==> config.mk <==
export PLATFORM = sky130hd
export DESIGN_NAME = keypad_bcd_encoder
export DESIGN_NICKNAME = d
export VERILOG_FILES = /design/src/rtl/keypad_bcd_encoder.sv
export SDC_FILE = /design/constraint.sdc
export NUM_CORES = 1
export LEC_CHECK = 0
export BUFFER_PORTS_ARGS = -buffer_cell sky130_fd_sc_hd__buf_4
export CORE_MARGIN = 2
export CORE_UTILIZATION = 45
export DETAILED_ROUTE_END_ITERATION = 8
export PLACE_DENSITY = 0.7
export SYNTH_ARGS = -nofsm -noshare
export SYNTH_HDL_FRONTEND = slang
export SYNTH_SLANG_ARGS = --single-unit
==> constraint.sdc <==
create_clock -name clk -period 2.11 [get_ports clk]
set_input_delay 0.3165 -clock clk [delete_from_list [all_inputs] [get_ports clk]]
set_output_delay 0.3165 -clock clk [all_outputs]
set_load 0.02 [all_outputs]
==> src/rtl/keypad_bcd_encoder.sv <==
// Debounced decimal keypad to three shift-entry BCD timer digits (m:ss) plus key strobes.
// Optional feature: define KEYPAD_SYNC_EN to add a 2-flop input synchronizer (+2 cycles latency).
module keypad_bcd_encoder #(
    parameter int DEBOUNCE_CYCLES = 4
) (
    input  logic       clk,
    input  logic       rst_n,
    input  logic [9:0] keypad,
    input  logic       enable,
    input  logic       clear,
    output logic [3:0] sec_ones,
    output logic [3:0] sec_tens,
    output logic [3:0] min,
    output logic       key_strobe,
    output logic [3:0] key_code,
    output logic       key_reject,
    output logic       nonzero
);

    localparam logic [7:0] C_DB = 8'(DEBOUNCE_CYCLES);

    typedef enum logic [1:0] {
        S_IDLE,
        S_PRESS_DB,
        S_HELD,
        S_REL_DB
    } state_t;

    logic [9:0] w_keys;

`ifdef KEYPAD_SYNC_EN
    logic [9:0] r_sync1;
    logic [9:0] r_sync2;

    always_ff @(posedge clk or negedge rst_n) begin
        if (!rst_n) begin
            r_sync1 <= '0;
            r_sync2 <= '0;
        end else begin
            r_sync1 <= keypad;
            r_sync2 <= r_sync1;
        end
    end

    assign w_keys = r_sync2;
`else
    assign w_keys = keypad;
`endif

    logic       w_zero;
    logic       w_valid;
    logic [3:0] w_code;

    assign w_zero  = (w_keys == 10'd0);
    // Exactly one bit set: non-zero and clearing the lowest set bit leaves nothing.
    assign w_valid = !w_zero && ((w_keys & (w_keys - 10'd1)) == 10'd0);

    always_comb begin
        w_code = 4'd0;
        for (int i = 0; i < 10; i++) begin
            if (w_keys[i]) begin
                w_code = 4'(i);
            end
        end
    end

    state_t     r_state;
    state_t     w_state_next;
    logic [7:0] r_cnt;
    logic [7:0] w_cnt_next;
    logic [3:0] r_cand;
    logic [3:0] w_cand_next;
    logic       w_accept;

    always_ff @(posedge clk or negedge rst_n) begin
        if (!rst_n) begin
            r_state <= S_IDLE;
            r_cnt   <= 8'd0;
            r_cand  <= 4'd0;
        end else begin
            r_state <= w_state_next;
            r_cnt   <= w_cnt_next;
            r_cand  <= w_cand_next;
        end
    end

    always_comb begin
        w_state_next = r_state;
        w_cnt_next   = r_cnt;
        w_cand_next  = r_cand;
        w_accept     = 1'b0;
        case (r_state)
            S_IDLE: begin
                if (w_valid) begin
                    w_cand_next = w_code;
                    if (C_DB <= 8'd1) begin
                        w_state_next = S_HELD;
                        w_cnt_next   = 8'd0;
                        w_accept     = 1'b1;
                    end else begin
                        w_state_next = S_PRESS_DB;
                        w_cnt_next   = 8'd1;
                    end
                end
            end
            S_PRESS_DB: begin
                if (w_valid && (w_code == r_cand)) begin
                    if (r_cnt + 8'd1 >= C_DB) begin
                        w_state_next = S_HELD;
                        w_cnt_next   = 8'd0;
                        w_accept     = 1'b1;
                    end else begin
                        w_cnt_next = r_cnt + 8'd1;
                    end
                end else begin
                    // A differing pattern only aborts; it is not taken as a new candidate.
                    w_state_next = S_IDLE;
                    w_cnt_next   = 8'd0;
                end
            end
            S_HELD: begin
                if (w_zero) begin
                    if (C_DB <= 8'd1) begin
                        w_state_next = S_IDLE;
                        w_cnt_next   = 8'd0;
                    end else begin
                        w_state_next = S_REL_DB;
                        w_cnt_next   = 8'd1;
                    end
                end
            end
            S_REL_DB: begin
                if (w_zero) begin
                    if (r_cnt + 8'd1 >= C_DB) begin
                        w_state_next = S_IDLE;
                        w_cnt_next   = 8'd0;
                    end else begin
                        w_cnt_next = r_cnt + 8'd1;
                    end
                end else begin
                    w_state_next = S_HELD;
                    w_cnt_next   = 8'd0;
                end
            end
            default: begin
                w_state_next = S_IDLE;
                w_cnt_next   = 8'd0;
            end
        endcase
    end

    logic [3:0] r_ones;
    logic [3:0] r_tens;
    logic [3:0] r_min;
    logic [3:0] r_code;
    logic       r_strobe;
    logic       r_reject;
    logic       w_shift_ok;

    // Shifting a digit above 5 into the tens place would make an invalid seconds value.
    assign w_shift_ok = enable && (r_ones <= 4'd5);

    always_ff @(posedge clk or negedge rst_n) begin
        if (!rst_n) begin
            r_ones   <= 4'd0;
            r_tens   <= 4'd0;
            r_min    <= 4'd0;
            r_code   <= 4'd0;
            r_strobe <= 1'b0;
            r_reject <= 1'b0;
        end else begin
            r_strobe <= w_accept;
            r_reject <= w_accept && (clear || !w_shift_ok);
            if (w_accept) begin
                r_code <= w_cand_next;
            end
            if (clear) begin
                r_ones <= 4'd0;
                r_tens <= 4'd0;
                r_min  <= 4'd0;
            end else if (w_accept && w_shift_ok) begin
                r_min  <= r_tens;
                r_tens <= r_ones;
                r_ones <= w_cand_next;
            end
        end
    end

    assign sec_ones   = r_ones;
    assign sec_tens   = r_tens;
    assign min        = r_min;
    assign key_code   = r_code;
    assign key_strobe = r_strobe;
    assign key_reject = r_reject;
    assign nonzero    = (r_ones != 4'd0) || (r_tens != 4'd0) || (r_min != 4'd0);

endmodule

Yosys cells after proc, flatten, opt, wreduce, memory -nomap -nowiden
Cells that the tools add are included.

storage, ports and cells
  bits in registers = 32
  bits in latches = 0
  memory bits (writable) = 0
  ROM bits = 0
  input port bits = 14
  output and inout bits = 19
  logic and storage cells = 74
  memories kept = 0

operators by class
  add/subtract/negate cells = 2
  $mul = 0
  div/mod/pow operators = 0
  magnitude comparators = 2
  equality and inequality tests = 8
  shift-type cells = 0
  multiplexer cells = 33
  bitwise operators = 1
  reductions and logical operators = 19

operators by type and width
  operator               number
  $mux 4                 14
  $mux 8                 5
  $pmux 8 s4             1
  $logic_not 10->1       2
  $mux 2                 8
  $reduce_bool 4->1      3
  $and 10x10->10         1
  $sub 10x1->10 const B  1
  $add 8x1->8 const B    1
  $ge 8x3->1 const B     1
  $pmux 2 s4             1
  $ne 3x3->1 const B     2
  $logic_and 1x1->1      5
  $eq 2x2->1 const B     2
  $eq 4x4->1             1
  $le 4x3->1 const B     1
  $mux 1                 4
  $ne 2x2->1 const B     2
  $reduce_and 4->1       1
  $logic_or 1x1->1       3
  $eq 2x1->1 const B     1
  $logic_not 1->1        2
  $logic_not 2->1        1
  $reduce_and 2->1       1
  $reduce_bool 2->1      1

Logic depth before layout (Yosys ltp)
Gate-level depths: netlist of run 1.

  depth after elaboration = 16
  mapped depth = 9
  gate-level depth less buffers = 8

Worst setup path after synthesis of run 1
Ideal clock, no wire load.

  path type = input to register
  start = in keypad[0]
  end = reg r_code[2], in the netlist key_code[2]
  setup time = 0.125 ns
  arrival time = 2.160 ns
  required time = 1.985 ns
  slack = -0.174 ns
  cell stages on the path = 6
  path buffers = 0
  path through = or4_4 > a211oi_4 > o21bai_2 > nor4_4 > mux2_2 > mux2_2

on the way
  elaborated cells between the ends (all ways) = 11
  classes of those cells = add/sub (1); mux (4); bitwise (1); reduce/logical (5)

RTL lines
  element                 line  text
  start: declaration      8     input logic [9:0] keypad,
  $sub 10x1->10           56    assign w_valid = !w_zero && ((w_keys & (w_keys - 10'd1)) == 10'd0);
  $and 10x10->10          56
  $logic_not 10->1        56
  $logic_and 1x1->1 *     56
  $mux 4 *                94    if (w_valid) begin
  $mux 4 *                92    case (r_state)
  net w_cand_next[2]      72    logic [3:0] w_cand_next;
  end signal: assignment  175   r_code <= w_cand_next;
  end: declaration        155   logic [3:0] r_code;

Mark *: on every way through the listed nets, which the timed path passes. The rest lies on a longest branch.
A chain may end at the register's enable or synchronous reset.

Worst setup path after layout of run 1
  start = in keypad[0]
  end = reg r_code[1], in the netlist key_code[1]

Same word-level chain as after synthesis.

==> results of run 1 <==
cells in the mapped netlist (3+ instances only):
master,count
o21ai_0,4
a21oi_1,9
nor3_1,5
dfrtp_1,32
nand4_1,6
mux2_2,6
and2_1,7
clkbuf_1,3
a211oi_1,4
mux2i_1,12
nand2_1,3
nor2_1,23
nor4_1,6
nand3_1,4
inv_1,4
area by class of cell:
cell class	instances	area, um2
clock buffer	6	72.6
clock inverter	1	5.00
fill	299	1270
inverter	4	15.0
multi-input combinational	125	948
sequential	32	801
tap	48	60.1
timing repair buffer	67	520
power by group through the flow:
stage               registers, mW  logic [mW]  clock network (mW)
global route                0.672       0.272               0.472
floorplan                   0.663       0.132                   0
global placement            0.676       0.226                   0
finish                      0.669       0.245               0.422
CTS                         0.668       0.239               0.436
detailed placement          0.679       0.236                   0
flip-flops by register name (all words and copies together) (netlist names):
signal and flops:
r_cnt 8, key_code 4, min 4, r_cand 4
sec_ones 4, sec_tens 4, r_state 2, key_reject 1
key_strobe 1
cells by family (layout without fill, tap and decap cells):
family / after synthesis / after routing / share of synthesized area (%)
AND/OR/NAND/NOR: 69 / 69 / 22.8
AO/OA/AOI/OAI: 33 / 33 / 14.2
multiplexers: 19 / 19 / 11.7
adder cells (fa/ha/maj): 2 / 2 / 1.30
XOR/XNOR: 2 / 2 / 1.01
flip-flops: 32 / 32 / 46.2
buffers and inverters: 10 / 78 / 2.75
layer usage:
| metal | global-route usage [%] | vias to the layer above | part of all wire (%) |
|---|---|---|---|
| li1 | - | 746 | - |
| met1 | 25.5 | 753 | 45 |
| met2 | 34.5 | 30 | 50 |
| met3 | 4.43 | 9 | 3.6 |
| met4 | 8.42 | 0 | 1.9 |
| met5 | 0 | - | 0 |
through the flow:
step                std cells  total power, mW  setup TNS, ns  worst slack, ns  util (%)
global placement          274            0.902          -2.85           -0.203      61.4
CTS                       282             1.34              0          0.00334      63.8
global route              283             1.42        -0.0646          -0.0244      65.7
detailed placement        274            0.915          -4.13           -0.256      61.4
finish                    283             1.34              0           0.0553      65.7
floorplan                 167            0.796         -0.214          -0.0716         -
critical path, delay by kind of cell:
family | cells | cell delay, ns
AO/OA/AOI/OAI | 2 | 0.34
buffers and inverters | 2 | 0.28
multiplexers | 2 | 0.59
AND/OR/NAND/NOR | 2 | 0.68
how the worst max path moves through the flow:
| stage | start | to | slack (ns) | cells after the start |
|---|---|---|---|---|
| 4_1_cts | r_cnt[0] | sec_ones[3] | 0.003 | 9 |
| 5_1_grt | r_cnt[1] | sec_tens[2] | -0.02 | 9 |
| 2_1_floorplan | keypad[0] | key_code[3] | -0.07 | 6 |
| 3_3_place_gp | keypad[0] | key_code[1] | -0.20 | 8 |
| 3_5_place_dp | keypad[0] | key_code[3] | -0.26 | 8 |
| 6_report | keypad[0] | key_code[1] | 0.06 | 8 |
timing repair:
item | in CTS | in global routing
buffers inserted | 0 | 0
hold buffers | 1 | 0
hold endpoints to repair | 32 | 0
setup endpoints to repair | 0 | 19
gates resized for setup | 0 | 16
==> key figures, run 1 <==
STA
  • Setup Viol. Count Final: 0
  • Fin. Hold Viols: 0
  • Clk_skew: 0.00488 ns
  • RSZ-0062 raised after global routing: yes
  • Max_slew headroom: 73.6%
  • Final slew viol count: 0
  • Final min period: 2.05 ns
  • Worst Hold Slack: 0.295 ns
  • Worst-margin pin slew: 0.396 ns
  • Final clock period utilization by the worst path: 97.4%
  • Fmax: 487 MHz

Global routing
  • Congestion Overflow GR: 0
  • Initial antenna violation count: 0
  • Largest net degree at the start of global routing: 33
  • First-pass GRT wire length: 6800 um
  • Total track usage: 20.5%
  • Number of global-route vias before repair: 1504

Logic synthesis
  • Flop and latch count out of synthesis: 32
  • Post-Synthesis Cells: 167
  • Area contributors post-synth: dfrtp_1 46%, mux2i_1 6.9%, nor2_1 5.0%
  • Predominant post-synthesis flop cell: dfrtp_1
  • Synth cell types: 47
  • Syn nets: 182
  • Mapped Area: 1730 um2
  • Mapped Avg Cell Area: 10.4 um2
  • Post-synth EDFFs: 0
  • Ys async rst share: 100%
  • Biggest area consumer among synthesized cells: dfrtp_1
  • Post-synth top area share: 46.2%
  • Register area share after synthesis: 46.2%
  • Warnings, synthesis: 0

Routing
  • DR vias: 1538
  • Routed length per instance: 14.3 um
  • DRT iter0 DRCs: 54
  • Post-DR vias/cell: 5.43
  • DR pass1 iterations: 4
  • Routed Antenna Nets: 0
  • Final wirelength: 4050 um
  • # DRC: 0

Power
  • Sw Share: 26.2%
  • Maximum VDD drop: 0.419 mV
  • Clock power frac: 31.6%
  • Internal power: 0.986 mW
  • Net switching power: 0.350 mW
  • PD cells: 552 nW/um2
  • Sequential share of power: 50.1%
  • Combinational share of power: 18.3%
  • P_leak: 1.19 nW

Setup path
  • Critical Path Fanout Max: 4
  • CP max stage cell: or4_4
  • Cell mode on critical path: mux2_4
  • Worst reg2reg setup slack: 0.06 ns
  • WP data required: 2.28 ns
  • Worst Reg2Reg Path Length in Cells: 9
  • Critical path, cell by cell: buf_6, or4_4, a211oi_4, o21bai_4, nor4_4, buf_4, mux2_4, mux2_4
  • WP data arrival: 2.22 ns
  • CP max stage delay: 0.55 ns
  • R2r startpoint: r_cnt[1]
  • Startpoint types: primary input
  • R2R Path End: sec_tens[2]
  • Critical path type: in -> reg
  • Worst Setup End Kind: flip-flop

Clock tree
  • CTS root buf: clkbuf_8
  • Clock latency on the worst-skew pair: 0.28 ns
  • # H-tree levels: 2
  • CTS tree: done
  • Clock Sinks: 32
  • CTS buffer count: 5
  • Reg clk slew, reported paths: 0.06 ns
  • CTS Buffer Depth: 2

Worst hold path
  • Hold Crit Depth: 2
  • Worst hold path endpoint: sec_tens[2]
  • Min-delay src: clear
  • Worst Hold Class: in -> reg

Floorplanning
  • Die ar.: 4360 um2
  • Die Y: 66.0 um
  • Die W: 66.0 um
  • Starting Density: 46.9%
  • Number of core rows: 22
  • Boundary Pins: 33
  • Core area: 3690 um2

Final layout
  • Final Cell Area: 2420 um2
  • Area delta synth->final: 39.9%
  • Commonest non-fill, non-tap cell in the layout: buf_4
  • Ratio of cells with drive above 1 in the final layout: 42.6%
  • Ant. Diodes: 0
  • Final #Nets: 250
  • Commonest non-fill, non-tap cells in the layout: 62 x buf_4, 32 x dfrtp_1, 23 x nor2_1, 11 x mux2i_1, 9 x a21oi_1

Place
  • Placer Congestion: 0.802
  • IO Port Bufs: 32
  • Placed inst area: 2270 um2
  • Detailed placement HPWL: 3030 um

Flow run
  • Max-cap violations: 0

Outcome
  • Outcome: finished, final reports clean
Note: power is estimated with default switching activity, not from simulation.
==> run 2: changes to the inputs <==
--- a/config.mk
+++ b/config.mk
@@ -6,10 +6,9 @@
 export NUM_CORES = 1
 export LEC_CHECK = 0
 export BUFFER_PORTS_ARGS = -buffer_cell sky130_fd_sc_hd__buf_4
-export CORE_MARGIN = 2
 export CORE_UTILIZATION = 45
 export DETAILED_ROUTE_END_ITERATION = 8
-export PLACE_DENSITY = 0.7
+export PLACE_DENSITY_LB_ADDON = 0.12
 export SYNTH_ARGS = -nofsm -noshare
 export SYNTH_HDL_FRONTEND = slang
 export SYNTH_SLANG_ARGS = --single-unit
==> run 2 against run 1 <==
  * Clock skew about the same
  * Die area down 6.0%
  * Largest power group unchanged
  * First-iteration DRC count rose by 61%
  * Worst setup slack worse by 0.0038 ns
  * Core utilization fell by 0.68 points
  * Global-route usage increased by 1.0 points
  * Routed wire length hardly changed
  * Clock power grew 4.7%
  * Combinational power is 5% higher
  * Highest routed layer unchanged
==> key figures, run 2 (same netlist as run 1, synthesis figures left out) <==
Final layout
  • Area delta synth->final: 38.4%
  • Fill cells: 329 (+10%)
  • Final #Nets: 251 (+0.40%)
  • Ratio of cells with drive above 1 in the final layout: 41.9% (-0.60 points)
  • Final Util: 65.0% (-0.68 points)
  • Layout Cells excl Fill: 284 (+0.35%)
  • Ant. Diodes: 0 (unchanged)
  • Commonest non-fill, non-tap cells in the layout: 66 x buf_4, 32 x dfrtp_1, 22 x nor2_1, 12 x mux2i_1, 9 x a21oi_1
  • Max FFs per register: 8 (unchanged)
  • Reg with most FFs: r_cnt
  • Commonest non-fill, non-tap cell in the layout: buf_4

Routing
  • Post-DR vias/cell: 5.36 (-1.3%)
  • # DRC: 0 (unchanged)
  • DR pass1 iterations: 4 (unchanged)
  • Routed length per instance: 14.3 um (-0.43%)
  • Routed Antenna Nets: 0 (unchanged)
  • DR vias: 1523 (-0.98%)
  • DRT iter0 DRCs: 87 (+61%)
  • Final wirelength: 4050 um (about the same)

Worst hold path
  • Worst Hold Class: in -> reg

Clock tree
  • CTS tree: done
  • CTS buffer count: 5 (unchanged)
  • CTS Buffer Depth: 2 (unchanged)
  • Clock Sinks: 32 (unchanged)
  • CTS root buf: clkbuf_8
  • # H-tree levels: 2 (unchanged)
  • Clock latency on the worst-skew pair: 0.28 ns (about the same)
  • Reg clk slew, reported paths: 0.07 ns (about the same)

STA
  • Final min period: 2.06 ns (+0.00383 ns)
  • Clk_skew: 0.00459 ns (-0.000288 ns)
  • Fin. Hold Viols: 0 (unchanged)
  • Final clock period utilization by the worst path: 97.6% (+0.18 points)
  • Worst-margin pin slew: 0.416 ns (+0.0195 ns)
  • Setup Viol. Count Final: 0 (unchanged)
  • RSZ-0062 raised after global routing: yes
  • Final slew viol count: 0 (unchanged)
  • Fmax: 486 MHz (-0.19%)
  • Max_slew headroom: 72.3% (-1.3 points)
  • Worst Hold Slack: 0.294 ns (-0.000857 ns)

Power
  • Clock power frac: 32.5% (+0.9 points)
  • Combinational share of power: 18.9% (+0.6 points)
  • Sw Share: 27.3% (+1.1 points)
  • PD cells: 567 nW/um2 (+2.9%)
  • P_leak: 1.20 nW (+0.27%)
  • Sequential share of power: 48.6% (-1.5 points)
  • Net switching power: 0.371 mW (+6.0%)
  • Maximum VDD drop: 0.396 mV (-5.4%)
  • Internal power: 0.990 mW (+0.32%)

Setup path
  • WP data arrival: 2.22 ns (about the same)
  • Critical path type: in -> reg
  • Critical Path Fanout Max: 4 (unchanged)
  • WP data required: 2.28 ns (about the same)
  • Worst Setup End Kind: flip-flop
  • Startpoint types: primary input

Place
  • Cell count after placement: 275 (+0.36%)
  • IO Port Bufs: 32 (unchanged)
  • Detailed placement HPWL: 2920 um (-3.7%)
  • Placer Congestion: 0.868 (+8.2%)

Floorplanning
  • Starting Density: 46.9% (unchanged)
  • Core area: 3690 um2 (unchanged)
  • Boundary Pins: 33 (unchanged)
  • Die W: 64.0 um (-3.0%)
  • Die Y: 64.0 um (-3.0%)
  • Die ar.: 4100 um2 (-6.0%)
  • Number of core rows: 22 (unchanged)

Global routing
  • Total track usage: 21.5% (+1.0 points)
  • Met2 Use GR: 33.8% (-0.69 points)
  • Grt met1 use: 30.2% (+4.7 points)
  • Initial antenna violation count: 0 (unchanged)
  • Busiest grt layer: met2
  • M3 GR Usage: 4.82% (+0.39 points)
  • Largest net degree at the start of global routing: 33 (unchanged)
  • First-pass GRT wire length: 6750 um (-0.71%)
  • Number of global-route vias before repair: 1468 (-2.4%)
  • Congestion Overflow GR: 0 (unchanged)

Outcome
  • Outcome: finished, final reports clean

Flow run
  • Max-cap violations: 0 (unchanged)
run 2: worst paths after layout:
check	slack [ns]	endpoint	start	cells past startpoint
min in group asynchronous	0.51	r_cand[3]	rst_n	2
hold / removal	0.29	min[1]	clear	2
setup reg to reg	0.10	min[0]	r_cnt[0]	9
max in group asynchronous	1.30	r_cand[0]	rst_n	2
setup / recovery	0.05	key_code[1]	keypad[0]	8
hold reg to reg	0.52	r_cnt[4]	r_cnt[4]	1
run 2: area by class of cell:
class,count,area [um2],share of cell area (%)
clock buffers,6,72.6,3.03
flip-flops and latches,32,801,33.4
multi-input cells,125,927,38.7
inverters,4,15.0,0.626
clock inverters,1,5.00,0.209
repair buffers,68,517,21.6
well taps,48,60.1,2.51
run 2: what timing repair did:
action	in CTS	in global routing
endpoints found under the setup margin	0	21
endpoints found under the hold margin	32	0
gates resized for setup	0	8
hold buffers	1	0
buffers inserted	0	0
run 2: worst max-delay path, cell delays in order:
cell and delay, ns:
buf_4 0.11, or4_4 0.56, a211oi_4 0.20, o21bai_2 0.13
nor4_4 0.14, buf_4 0.18, mux2_4 0.32, mux2_2 0.26
run 2: power by group through the flow:
stage               clock network (mW)  logic (mW)  registers, mW
detailed placement                   0       0.249          0.672
floorplan                            0       0.132          0.663
finish                           0.442       0.257          0.661
global route                     0.484       0.285          0.664
global placement                     0       0.243          0.669
CTS                              0.450       0.252          0.661
run 2: through the flow:
stage / area, um2 / power [mW] / worst slack, ns / setup TNS (ns)
after floorplan: 1760 / 0.796 / -0.0716 / -0.214
after global placement: 2270 / 0.913 / -0.218 / -3.49
after detailed placement: 2270 / 0.922 / -0.242 / -4.18
after CTS: 2360 / 1.36 / 0.00148 / 0
after global routing: 2400 / 1.43 / -0.0225 / -0.0966
final: 2400 / 1.36 / 0.0514 / 0
run 2: per-layer routing:
metal  up-vias  wire [um]
li1        750          -
met2        27       1920
met5         -          0
met3         4        151
met1       742       1950
met4         0         29
==> run 3: changes to the inputs <==
--- a/config.mk
+++ b/config.mk
@@ -9,6 +9,7 @@
 export CORE_UTILIZATION = 45
 export DETAILED_ROUTE_END_ITERATION = 8
 export PLACE_DENSITY_LB_ADDON = 0.12
+export REMOVE_ABC_BUFFERS = 1
 export SYNTH_ARGS = -nofsm -noshare
 export SYNTH_HDL_FRONTEND = slang
 export SYNTH_SLANG_ARGS = --single-unit
==> run 3 against run 2 <==
  * The flow now finishes with violations (setup timing)
  * Die area is the same
  * Register-to-register slack lost 0.02 ns
  * Largest power group unchanged
  * Critical path type unchanged
  * Combinational power grew 2%
  * Highest routed layer unchanged
  * Fmax shrank 4.2%
  * First-iteration DRC count shrank 20%
  * Largest cell class unchanged
==> key figures, run 3 (same netlist as run 1, synthesis figures left out) <==
Outcome
  • Failing checks: setup timing
  • Outcome: finished, violations left

STA
  • Fmax: 465 MHz (-4.2%)
  • Max_slew headroom: 73.9% (+1.6 points)
  • Worst-margin pin slew: 0.387 ns (-0.0289 ns)
  • Setup_tns: -0.0995 ns (-0.0995 ns)
  • RSZ-0062 raised after global routing: yes
  • Worst Setup Slack, final: -0.0398 ns (-0.0912 ns)
  • Clk_skew: 0.00582 ns (+0.00123 ns)
  • Setup Viol. Count Final: 3 (+3)
  • Worst Hold Slack: 0.285 ns (-0.00927 ns)
  • Final slew viol count: 0 (unchanged)
  • Final min period: 2.15 ns (+0.0912 ns)
  • Fin. Hold Viols: 0 (unchanged)
  • Final clock period utilization by the worst path: 102% (+4.3 points)

Setup path
  • Critical Path Fanout Max: 4 (unchanged)
  • Critical path type: in -> reg
  • WP data required: 2.28 ns (about the same)
  • WP data arrival: 2.31 ns (+0.09 ns)
  • Startpoint types: primary input
  • Worst Setup End Kind: flip-flop

Routing
  • Routed length per instance: 14.3 um (+0.33%)
  • Final wirelength: 4090 um (+1.0%)
  • DRT iter0 DRCs: 70 (-20%)
  • Routed Antenna Nets: 0 (unchanged)
  • DR vias: 1530 (+0.46%)
  • DR pass1 iterations: 4 (unchanged)
  • Post-DR vias/cell: 5.35 (-0.24%)
  • # DRC: 0 (unchanged)

Global routing
  • First-pass GRT wire length: 6730 um (-0.31%)
  • Largest net degree at the start of global routing: 33 (unchanged)
  • Total track usage: 21.2% (-0.38 points)
  • Number of global-route vias before repair: 1467 (-0.068%)
  • Initial antenna violation count: 0 (unchanged)
  • Congestion Overflow GR: 0 (unchanged)

Worst hold path
  • Worst Hold Class: in -> reg

Final layout
  • Layout Cells excl Fill: 286 (+0.70%)
  • Ratio of cells with drive above 1 in the final layout: 42.4% (+0.49 points)
  • Max FFs per register: 8 (unchanged)
  • Final #Nets: 252 (+0.40%)
  • Commonest non-fill, non-tap cells in the layout: 63 x buf_4, 32 x dfrtp_1, 22 x nor2_1, 11 x mux2i_1, 9 x a21oi_1
  • Ant. Diodes: 0 (unchanged)
  • Area delta synth->final: 42.7%
  • Commonest non-fill, non-tap cell in the layout: buf_4
  • Reg with most FFs: r_cnt

Power
  • Maximum VDD drop: 0.428 mV (+8.2%)
  • PD cells: 570 nW/um2 (+0.44%)
  • Power Total: 1.41 mW (+3.5%)
  • P_leak: 1.22 nW (+2.0%)

Floorplanning
  • Die ar.: 4100 um2 (unchanged)
  • Number of core rows: 22 (unchanged)
  • Boundary Pins: 33 (unchanged)
  • Core area: 3690 um2 (unchanged)
  • Die W: 64.0 um (unchanged)
  • Starting Density: 46.9% (unchanged)
  • Die Y: 64.0 um (unchanged)

Clock tree
  • CTS tree: done
  • Reg clk slew, reported paths: 0.06 ns (about the same)
  • CTS root buf: clkbuf_8
  • Clock Sinks: 32 (unchanged)
  • Clock latency on the worst-skew pair: 0.28 ns (about the same)
  • # H-tree levels: 2 (unchanged)
  • CTS buffer count: 5 (unchanged)
  • CTS Buffer Depth: 2 (unchanged)

Place
  • Detailed placement HPWL: 2830 um (-3.0%)
  • Placement Setup Slack: -0.363 ns (-0.121 ns)
  • Placer Congestion: 0.809 (-6.8%)
  • IO Port Bufs: 32 (unchanged)
  • Cell count after placement: 269 (-2.2%)

Flow run
  • Max-cap violations: 0 (unchanged)
## run 3: stage by stage
step	instance area (um2)	util, %
6_report	2470	67.0
5_1_grt	2470	67.0
4_1_cts	2330	63.1
3_5_place_dp	2210	59.9
3_3_place_gp	2210	59.9
2_1_floorplan	1700	-
## run 3: power by group
part           leakage (nW)  switching, mW  internal, mW
clock                0.0445          0.220         0.265
sequential            0.439         0.0232         0.637
combinational         0.736          0.133         0.131
## run 3: metal layers
layer / wire, um / share of wire [%] / vias up / track usage, %
met1: 1820 / 44 / 721 / 27.9
met3: 167 / 4.1 / 10 / 5.18
li1: - / - / 758 / -
met2: 2030 / 49 / 41 / 34.4
met5: 0 / 0 / - / 0
met4: 82 / 2.0 / 0 / 5.97
## run 3: cell type report
type,count,area (um2)
Clock buffer,7,86.3
Inverter,4,15.0
Sequential cell,32,801
Fill cell,306,1220
Clock inverter,1,7.51
Tap cell,48,60.1
Timing Repair Buffer,69,543
Multi-Input combinational cell,125,958
## run 3: final timing paths
check / start / endpoint / slack, ns / depth (start not counted)
worst max-delay path: keypad[3] / key_code[2] / -0.04 / 8
worst min-delay path: clear / sec_ones[3] / 0.28 / 2
worst max register to register: r_cnt[1] / key_code[2] / 0.08 / 8
worst min register to register: r_cnt[3] / r_cnt[3] / 0.52 / 1
max in group asynchronous: rst_n / sec_tens[2] / 1.31 / 2
min in group asynchronous: rst_n / key_reject / 0.50 / 2
## run 3: worst max-delay path, cell delays in order
cell and delay [ns]:
buf_8 0.10, or4_4 0.56, a211oi_4 0.25, o21bai_2 0.12
nor4_4 0.21, buf_4 0.18, mux2_4 0.32, mux2_4 0.27
## run 3: timing repair
action                     in CTS  in global routing
pin swaps                       2                 14
gates cloned                    0                  1
hold buffers                    1                  0
setup endpoints to repair       4                 24
hold endpoints to repair       32                  0
gates resized for setup         2                 21
buffers inserted                1                  6
